--- src/rtl/e_div_unit_pkg.sv ---
// Shared definitions for the execute-stage divide unit: op encodings, FSM states, width.
package e_div_unit_pkg;

    localparam int unsigned XLEN = 32;

    localparam logic [1:0] DIV_OP_DIV  = 2'b00;
    localparam logic [1:0] DIV_OP_DIVU = 2'b01;
    localparam logic [1:0] DIV_OP_REM  = 2'b10;
    localparam logic [1:0] DIV_OP_REMU = 2'b11;

    typedef enum logic [1:0] {
        IDLE = 2'd0,
        CALC = 2'd1,
        DONE = 2'd2
    } div_state_t;

endpackage

--- src/rtl/e_div_unit.sv ---
// Iterative 32-step restoring divider for DIV/DIVU/REM/REMU; stalls the pipeline while busy
// and presents a registered quotient or remainder for one DONE cycle.
module e_div_unit
    import e_div_unit_pkg::*;
#(
    parameter int unsigned XLEN = 32
) (
    input  logic            clk,
    input  logic            rst_n,
    input  logic            E_div_start,
    input  logic [1:0]      E_div_op,
    input  logic [XLEN-1:0] operand1,
    input  logic [XLEN-1:0] operand2,
    input  logic            E_flush,
    output logic            div_stall,
    output logic            div_done,
    output logic [XLEN-1:0] E_div_out
);

    div_state_t      state, state_next;
    logic [5:0]      cnt;
    logic [XLEN-1:0] rem_q, quot_q, divisor_q;
    logic [1:0]      op_q;
    logic            sign1_q, sign2_q;

    logic            start_ok;
    logic            sign1, sign2;
    logic [XLEN-1:0] mag1, mag2;
    logic            div_by_zero, overflow, special;
    logic [XLEN-1:0] special_out;

    logic [XLEN:0]   partial;
    logic [XLEN-1:0] diff;
    logic            ge;
    logic [XLEN-1:0] rem_step, quot_step;
    logic [XLEN-1:0] quot_fix, rem_fix, final_out;

    always_comb begin
        start_ok    = (state == IDLE) && E_div_start && !E_flush;

        sign1       = operand1[XLEN-1] & ~E_div_op[0];
        sign2       = operand2[XLEN-1] & ~E_div_op[0];
        mag1        = sign1 ? (~operand1 + 1'b1) : operand1;
        mag2        = sign2 ? (~operand2 + 1'b1) : operand2;

        div_by_zero = (operand2 == '0);
        overflow    = !E_div_op[0] && (operand1 == {1'b1, {(XLEN-1){1'b0}}}) && (operand2 == '1);
        special     = div_by_zero || overflow;
        special_out = '0;
        if (div_by_zero)
            special_out = E_div_op[1] ? operand1 : '1;
        else if (overflow)
            special_out = E_div_op[1] ? '0 : {1'b1, {(XLEN-1){1'b0}}};

        // quot_q doubles as the dividend shift register; its MSB feeds the partial remainder
        partial   = {rem_q, quot_q[XLEN-1]};
        ge        = (partial >= {1'b0, divisor_q});
        diff      = partial[XLEN-1:0] - divisor_q;
        rem_step  = ge ? diff : partial[XLEN-1:0];
        quot_step = {quot_q[XLEN-2:0], ge};

        quot_fix  = ((op_q == DIV_OP_DIV) && (sign1_q ^ sign2_q)) ? (~quot_step + 1'b1) : quot_step;
        rem_fix   = ((op_q == DIV_OP_REM) && sign1_q) ? (~rem_step + 1'b1) : rem_step;
        final_out = op_q[1] ? rem_fix : quot_fix;
    end

    always_comb begin
        state_next = state;
        div_stall  = 1'b0;
        div_done   = 1'b0;
        unique case (state)
            IDLE: begin
                div_stall = start_ok;
                if (start_ok)
                    state_next = special ? DONE : CALC;
            end
            CALC: begin
                div_stall = 1'b1;
                if (E_flush)
                    state_next = IDLE;
                else if (cnt == 6'd1)
                    state_next = DONE;
            end
            DONE: begin
                div_done   = 1'b1;
                state_next = IDLE;
            end
            default: state_next = IDLE;
        endcase
    end

    always_ff @(posedge clk) begin
        if (!rst_n) begin
            state     <= IDLE;
            cnt       <= '0;
            rem_q     <= '0;
            quot_q    <= '0;
            divisor_q <= '0;
            op_q      <= '0;
            sign1_q   <= 1'b0;
            sign2_q   <= 1'b0;
            E_div_out <= '0;
        end else begin
            state <= state_next;
            if (start_ok) begin
                op_q      <= E_div_op;
                sign1_q   <= sign1;
                sign2_q   <= sign2;
                divisor_q <= mag2;
                quot_q    <= mag1;
                rem_q     <= '0;
                cnt       <= 6'd32;
                if (special)
                    E_div_out <= special_out;
            end else if ((state == CALC) && !E_flush) begin
                rem_q  <= rem_step;
                quot_q <= quot_step;
                cnt    <= cnt - 6'd1;
                if (cnt == 6'd1)
                    E_div_out <= final_out;
            end
        end
    end

endmodule
--- config.mk ---
export PLATFORM = sky130hd
export DESIGN_NAME = e_div_unit
export DESIGN_NICKNAME = d
export VERILOG_FILES = /design/src/rtl/e_div_unit_pkg.sv /design/src/rtl/e_div_unit.sv
export SDC_FILE = /design/constraint.sdc
export NUM_CORES = 1
export LEC_CHECK = 0
export CORE_MARGIN = 2
export CORE_UTILIZATION = 40
export CTS_CLUSTER_SIZE = 16
export DETAILED_ROUTE_END_ITERATION = 12
export MAX_ROUTING_LAYER = met4
export PLACE_DENSITY_LB_ADDON = 0.05
export SYNTH_ARGS = -nofsm -noshare
export SYNTH_HDL_FRONTEND = slang
export SYNTH_SLANG_ARGS = --single-unit
export TNS_END_PERCENT = 50
--- constraint.sdc ---
create_clock -name clk -period 5.55 [get_ports clk]
set_clock_uncertainty 0.05 [all_clocks]
set_input_delay 1.11 -clock clk [delete_from_list [all_inputs] [get_ports clk]]
set_output_delay 1.11 -clock clk [all_outputs]
set_load 0.005 [all_outputs]
==> results of run 1 <==
==> per-layer routing <==
| metal | track usage (%) | vias up | part of all wire [%] |
|---|---|---|---|
| met5 | - | - | 0 |
| met1 | 38.77 | 5607 | 49 |
| met3 | 4.376 | 44 | 5.4 |
| met4 | 7.486 | 0 | 2.0 |
| li1 | - | 5825 | - |
| met2 | 41.47 | 356 | 44 |
==> power by group through the flow <==
stage | sequential, µW | clock (µW) | combinational, µW
4_1_cts | 1110 | 1170 | 1340
5_1_grt | 1110 | 1210 | 1470
3_3_place_gp | 1130 | 0 | 1330
2_1_floorplan | 1110 | 0 | 916
3_5_place_dp | 1130 | 0 | 1330
6_report | 1110 | 1160 | 1350
==> registers in the layout, indices dropped and copies added (netlist names) <==
| name | flops |
|---|---|
| op_q | 2 |
| E_div_out | 32 |
| rem_q | 32 |
| sign1_q | 1 |
| quot_q | 32 |
| state | 2 |
| divisor_q | 32 |
| cnt | 6 |
| sign2_q | 1 |
==> cell type report <==
| class | count | area, µm² |
|---|---|---|
| Fill cell | 2898 | 14590 |
| Sequential cell | 140 | 2804 |
| Inverter | 55 | 206.4 |
| Clock inverter | 11 | 118.9 |
| Multi-Input combinational cell | 1274 | 7971 |
| Clock buffer | 20 | 456.7 |
| Tap cell | 378 | 473.0 |
| Timing Repair Buffer | 138 | 1319 |
==> logic make-up (layout without fill, tap and decap cells) <==
logic type                 Yosys count  after routing
AOI/OAI and AO/OA                  478            478
xor gates and xnor gates           136            136
adders and majority gates           40             40
and+or+nand+nor                    599            599
buffers and inverters              154            224
muxes                               21             21
DFF                                140            140
==> cell usage after synthesis (4+ instances only) <==
library cell	instances	area, µm²
and2_1	8	50.05
or4_1	11	82.58
nor3_1	42	210.2
nor2b_1	10	62.56
nand4_1	17	106.4
dfxtp_1	140	2803
a221oi_1	4	35.03
a31oi_1	15	93.84
o21ai_0	95	475.5
o21a_1	8	60.06
buf_2	11	55.05
o41ai_1	8	70.07
ha_1	39	488.0
or2_2	9	56.30
buf_1	11	41.29
a211oi_1	62	465.5
or3_1	18	112.6
o211ai_1	21	157.7
nand2b_1	15	93.84
xor2_1	66	578.1
mux2i_1	20	200.2
a21o_1	7	52.55
nor3b_1	4	30.03
o21ai_1	4	20.02
clkbuf_1	70	262.8
nand3_1	35	175.2
a21oi_1	112	560.5
nor2_1	213	799.5
a21boi_0	7	52.55
nand2_1	177	664.4
nand3b_1	4	30.03
nor4_1	11	68.82
or4_4	4	45.04
o211a_1	7	70.07
and3_1	7	43.79
a41oi_1	6	52.55
o31ai_1	26	195.2
inv_1	55	206.5
a311oi_1	40	350.3
xnor2_1	70	613.1
o221ai_1	5	43.79
==> critical path, cell delays in order, from the launching register on <==
cell,delay [ps]
dfxtp_1,370
inv_1,90
ha_1,250
inv_1,80
fa_1,220
a211oi_2,120
o21a_1,300
a2111oi_0,900
nor3_1,140
xor2_1,220
o221ai_1,210
a221oi_2,490
and2_1,250
nor3b_2,340
a31oi_1,160
xnor2_1,180
a311o_1,350
==> per-stage QoR <==
step	setup WS [ps]	hold WS (ps)	utilization, %	std cells	total power, µW
2_1_floorplan	890.4	381.9	-	1568	2024
3_3_place_gp	528.2	394.3	45.73	1985	2460
3_5_place_dp	400.9	407.1	45.73	1985	2455
4_1_cts	858.5	414.0	47.79	2016	3612
5_1_grt	474.3	440.7	47.79	2016	3795
6_report	701.8	417.6	47.79	2016	3620
==> worst min path at each step <==
stage / startpoint / endpoint / slack [ps] / depth (start not counted)
global route: divisor_q[31] / divisor_q[31] / 440 / 2
CTS: divisor_q[31] / divisor_q[31] / 410 / 2
finish: divisor_q[31] / divisor_q[31] / 420 / 2
floorplan: divisor_q[22] / divisor_q[22] / 380 / 2
detailed placement: divisor_q[31] / divisor_q[31] / 410 / 2
global placement: divisor_q[31] / divisor_q[31] / 390 / 2
==> impl_metrics.json, run 1 <==
{
  "worst_pin_slew_ps": 1013,
  "start_util_pct": 40.76,
  "num-nets-final": 1736,
  "slew_viol_final": 0,
  "synthMuxAreaShare_pct": 1.857,
  "synth_top_family_by_area": "compound AO/OA/AOI/OAI gates",
  "hp-class": "flip-flop to flip-flop",
  "fin_setup_tns_ps": 0,
  "place_congestion": 0.9060,
  "cts.path.max_buffers": 2,
  "p_clk_share_pct": 32.0,
  "r2r_start": "quot_q[31]",
  "grt_first_pass_wirelength_um": 63540,
  "layout-drive-gt1-share_pct": 6.654,
  "r2r-end": "E_div_out[24]",
  "yosys_warnings": 0,
  "async_flop_share_pct": 0,
  "ys_ff_latch": 140,
  "vdd_ir_drop_max_v": 0.0002005,
  "final_cell_mix": "nor2_1 (212), nand2_1 (176), dfxtp_1 (139)",
  "worst-r2r-setup-slack_ps": 700,
  "ys_types": 89,
  "cp.required_ps": 5830,
  "yosys.area_share.simple_pct": 24.44,
  "cp-endpoint": "E_div_out[24]",
  "critical_path_arrival_ps": 5120,
  "finalCriticalPeriod_ps": 4848,
  "ant_nets": 0,
  "syn2layout_area_growth_pct": 17.26,
  "synth_compound_area_share_pct": 28.65,
  "insertion_delay_ps": 450,
  "synth_xor_area_share_pct": 10.46,
  "combPwrFrac_pct": 37.4,
  "cp_max_fo": 6,
  "synth_edf_count": 0,
  "cts_setup_buffers": 0,
  "syn_avg_cell_area_um2": 7.261,
  "dp_hpwl_um": 32100,
  "dr.pass1.iters": 5,
  "routed_wirelength_um": 41060,
  "grt_max_degree": 65,
  "syn_inst": 1568,
  "core_um2": 27930,
  "max_cap_viol_count": 0,
  "io_pins": 104,
  "cts.clk_slew.worst_paths_ps": 60,
  "leakage_uw": 0.004771,
  "vias": 11830,
  "netlist_area_um2": 11380,
  "cts_buffers": 17,
  "num_rows": 61,
  "grt_setup_unrepaired": "false",
  "grt_pass1_vias": 10990,
  "fp.dieArea_um2": 29830,
  "max_freq_ghz": 0.2063,
  "syn-num-nets": 1678,
  "internal-power_uw": 2232,
  "drt-initial-drc-count": 1142,
  "synth_fa_ha_area_share_pct": 4.462,
  "finalInstanceArea_um2": 13350,
  "die_h_um": 172.7,
  "final_common_cell": "nor2_1",
  "remaining_drc_errors": 0,
  "placed_cell_area_um2": 12770,
  "min_period_over_period_pct": 87.36,
  "critPathKind": "flip-flop to flip-flop",
  "vias_per_cell": 5.869,
  "ys_seq_area_share_pct": 24.62,
  "sw_frac_of_total_pct": 38.34,
  "startpoint_type": "flip-flop",
  "gr-usage-all-layers_pct": 27.73,
  "end_kind": "flip-flop",
  "clock-sinks": 140,
  "htree_levels": 4,
  "post_cts_resized": 0,
  "finalSetupViolations": 0,
  "power_density_nw_per_um2": 271.2,
  "status": "completed",
  "cts-root-buf": "clkbuf_16",
  "synth_ff_type": "dfxtp_1",
  "wl_per_cell_um": 20.37,
  "switching_power_uw": 1388,
  "startpoint": "quot_q[31]",
  "cts_tree": "yes",
  "relSlewSlack_pct": 30.72,
  "hold_viol": 0,
  "antenna_found_initial": 0,
  "reg2regPathDepth": 16,
  "p_seq_share_pct": 30.6,
  "die_w_um": 172.7,
  "cts_hold_buf": 0,
  "grt.overflow.total": 0,
  "diodes": 0,
  "io_buffer_count": 103
}
Note: power is estimated with default switching activity, not from simulation.
==> run 2, diff against run 1 <==
- CELL_PAD_IN_SITES_DETAIL_PLACEMENT: unset -> 2
- CELL_PAD_IN_SITES_GLOBAL_PLACEMENT: unset -> 2
- CORE_MARGIN: 2 -> 5
- CORE_UTILIZATION: 40 -> 34
==> run 2 against run 1 <==
Sequential share of layout area decreased by 0.15 points. Die area increased by 25%. Combinational power increased by 4%. First-iteration DRC count decreased by 48%. Non-clock buffer count decreased by 5. Cell area increased by 0.74%. Fmax increased by 0.25%. Clock power increased by 14%. Utilization decreased by 7.4 points. Register-to-register slack about the same. Routed wire length increased by 21%. Highest routed layer unchanged. Power increased by 5.7%.
==> impl_metrics.json, run 2 (synthesis results as in run 1) <==
{
  "start_util_pct": 34.21,
  "r2r_start": "quot_q[31]",
  "remaining_drc_errors": 0,
  "vias": 12280,
  "grt_pass1_vias": 12900,
  "post_cts_resized": 0,
  "max_freq_ghz": 0.2068,
  "critPathKind": "flip-flop to flip-flop",
  "gr-usage-all-layers_pct": 27.51,
  "r2r-end": "E_div_out[24]",
  "die_h_um": 193.0,
  "cts_tree": "yes",
  "vdd_ir_drop_max_v": 0.0002419,
  "slew_viol_final": 0,
  "min_from": "divisor_q[31]",
  "grt_max_degree": 80,
  "worst_pin_slew_ps": 1090,
  "final_cell_mix": "nor2_1 (212), nand2_1 (176), dfxtp_1 (139)",
  "leakage_uw": 0.004780,
  "critical_path_arrival_ps": 5130,
  "power_density_nw_per_um2": 284.6,
  "min_period_over_period_pct": 87.13,
  "hp-class": "flip-flop to flip-flop",
  "cts_buffers": 17,
  "num_rows": 67,
  "fillers": 3963,
  "routed_wirelength_um": 49730,
  "cp_max_fo": 6,
  "holdPathEnd": "divisor_q[31]",
  "cts.clk_slew.worst_paths_ps": 70,
  "insertion_delay_ps": 450,
  "dr.pass1.iters": 5,
  "place_congestion": 0.8712,
  "vias_per_cell": 5.900,
  "die_w_um": 193.0,
  "antenna_found_initial": 0,
  "finalSetupViolations": 0,
  "cp.required_ps": 5840,
  "grt_setup_unrepaired": "false",
  "reg2regPathDepth": 17,
  "ant_nets": 0,
  "dp_hpwl_um": 38010,
  "final_common_cell": "nor2_1",
  "fin_setup_tns_ps": 0,
  "cts-root-buf": "clkbuf_16",
  "num-nets-final": 1731,
  "relSlewSlack_pct": 27.24,
  "core_um2": 33280,
  "end_kind": "flip-flop",
  "worst-r2r-setup-slack_ps": 710,
  "grt_first_pass_wirelength_um": 77340,
  "grt.overflow.total": 0,
  "cts_hold_buf": 0,
  "hold_path_depth": 2,
  "cts_setup_buffers": 0,
  "cts.path.max_buffers": 2,
  "finalCriticalPeriod_ps": 4836,
  "htree_levels": 4,
  "max_cap_viol_count": 0,
  "io_pins": 104,
  "placed_cell_area_um2": 12800,
  "wl_per_cell_um": 23.90,
  "syn2layout_area_growth_pct": 18.12,
  "clock-sinks": 140,
  "layout-drive-gt1-share_pct": 6.491,
  "fp.dieArea_um2": 37240,
  "finalInstanceArea_um2": 13450,
  "startpoint_type": "flip-flop",
  "hold_viol": 0,
  "io_buffer_count": 103,
  "status": "completed",
  "diodes": 0,
  "drt-initial-drc-count": 597
}
run 2: cell types whose count changed in the layout (fill, tap and decap cells not counted), moves of 2 or more:
cell,previous run,this run
clkinv_4,0,7
clkbuf_8,2,0
buf_4,33,30
buf_12,2,0
clkinvlp_4,4,0
clkinv_2,4,2
bufinv_16,2,5
run 2: layer usage:
layer	vias to the layer above	wire (µm)	GRT usage, %
met1	6207	23980	37.18
met5	-	0	-
met2	212	23210	43.82
li1	5798	-	-
met3	61	1515	3.385
met4	0	1030	7.217
run 2: power breakdown:
group          leakage [µW]  switching [µW]  total (µW)  internal [µW]
Combinational       0.00332             914        1400            489
Clock              0.000317             519        1320            798
Sequential          0.00114            55.4        1110           1050
Total               0.00478            1490        3830           2340
run 2: final cells by class:
class                      count  area (µm²)  area share, %
tap                          448       560.5          4.168
clock buffer                  17       425.4          3.163
sequential                   140        2804          20.85
clock inverter                14       221.5          1.647
timing repair buffer         133        1256          9.341
multi-input combinational   1274        7974          59.29
inverter                      55       206.4          1.535
run 2: worst max-delay path by stage:
| stage | slack [ps] | cells after the start | end | from |
|---|---|---|---|---|
| 5_1_grt | 430 | 18 | E_div_out[24] | divisor_q[26] |
| 3_3_place_gp | 570 | 15 | E_div_out[25] | operand1[1] |
| 4_1_cts | 710 | 17 | E_div_out[24] | quot_q[31] |
| 6_report | 710 | 17 | E_div_out[24] | quot_q[31] |
| 3_5_place_dp | 470 | 15 | E_div_out[25] | operand1[1] |
| 2_1_floorplan | 890 | 22 | E_div_out[24] | rem_q[8] |
run 2: metrics by stage:
stage	setup slack (ps)	hold WS (ps)	util, %	instances	power, µW
finish	714.1	432.7	40.41	2081	3828
global placement	566.1	396.8	38.46	2050	2477
CTS	708.5	439.1	40.41	2081	3841
global route	429.9	459.1	40.41	2081	4011
detailed placement	473.6	405.8	38.46	2050	2511
floorplan	890.4	381.9	-	1568	2024
run 2: worst max-delay path, stage by stage, from the launching register on:
cell and delay, ps:
dfxtp_1 330, inv_1 100, ha_1 230, inv_1 80, fa_1 420, a211oi_2 430, o21a_1 330, a2111oi_0 190
buf_4 180, nor3_1 200, xor2_1 210, o221ai_1 200, a221oi_2 500, and2_1 280, nor3b_2 310, a31oi_1 150
xnor2_1 200, a311o_1 350
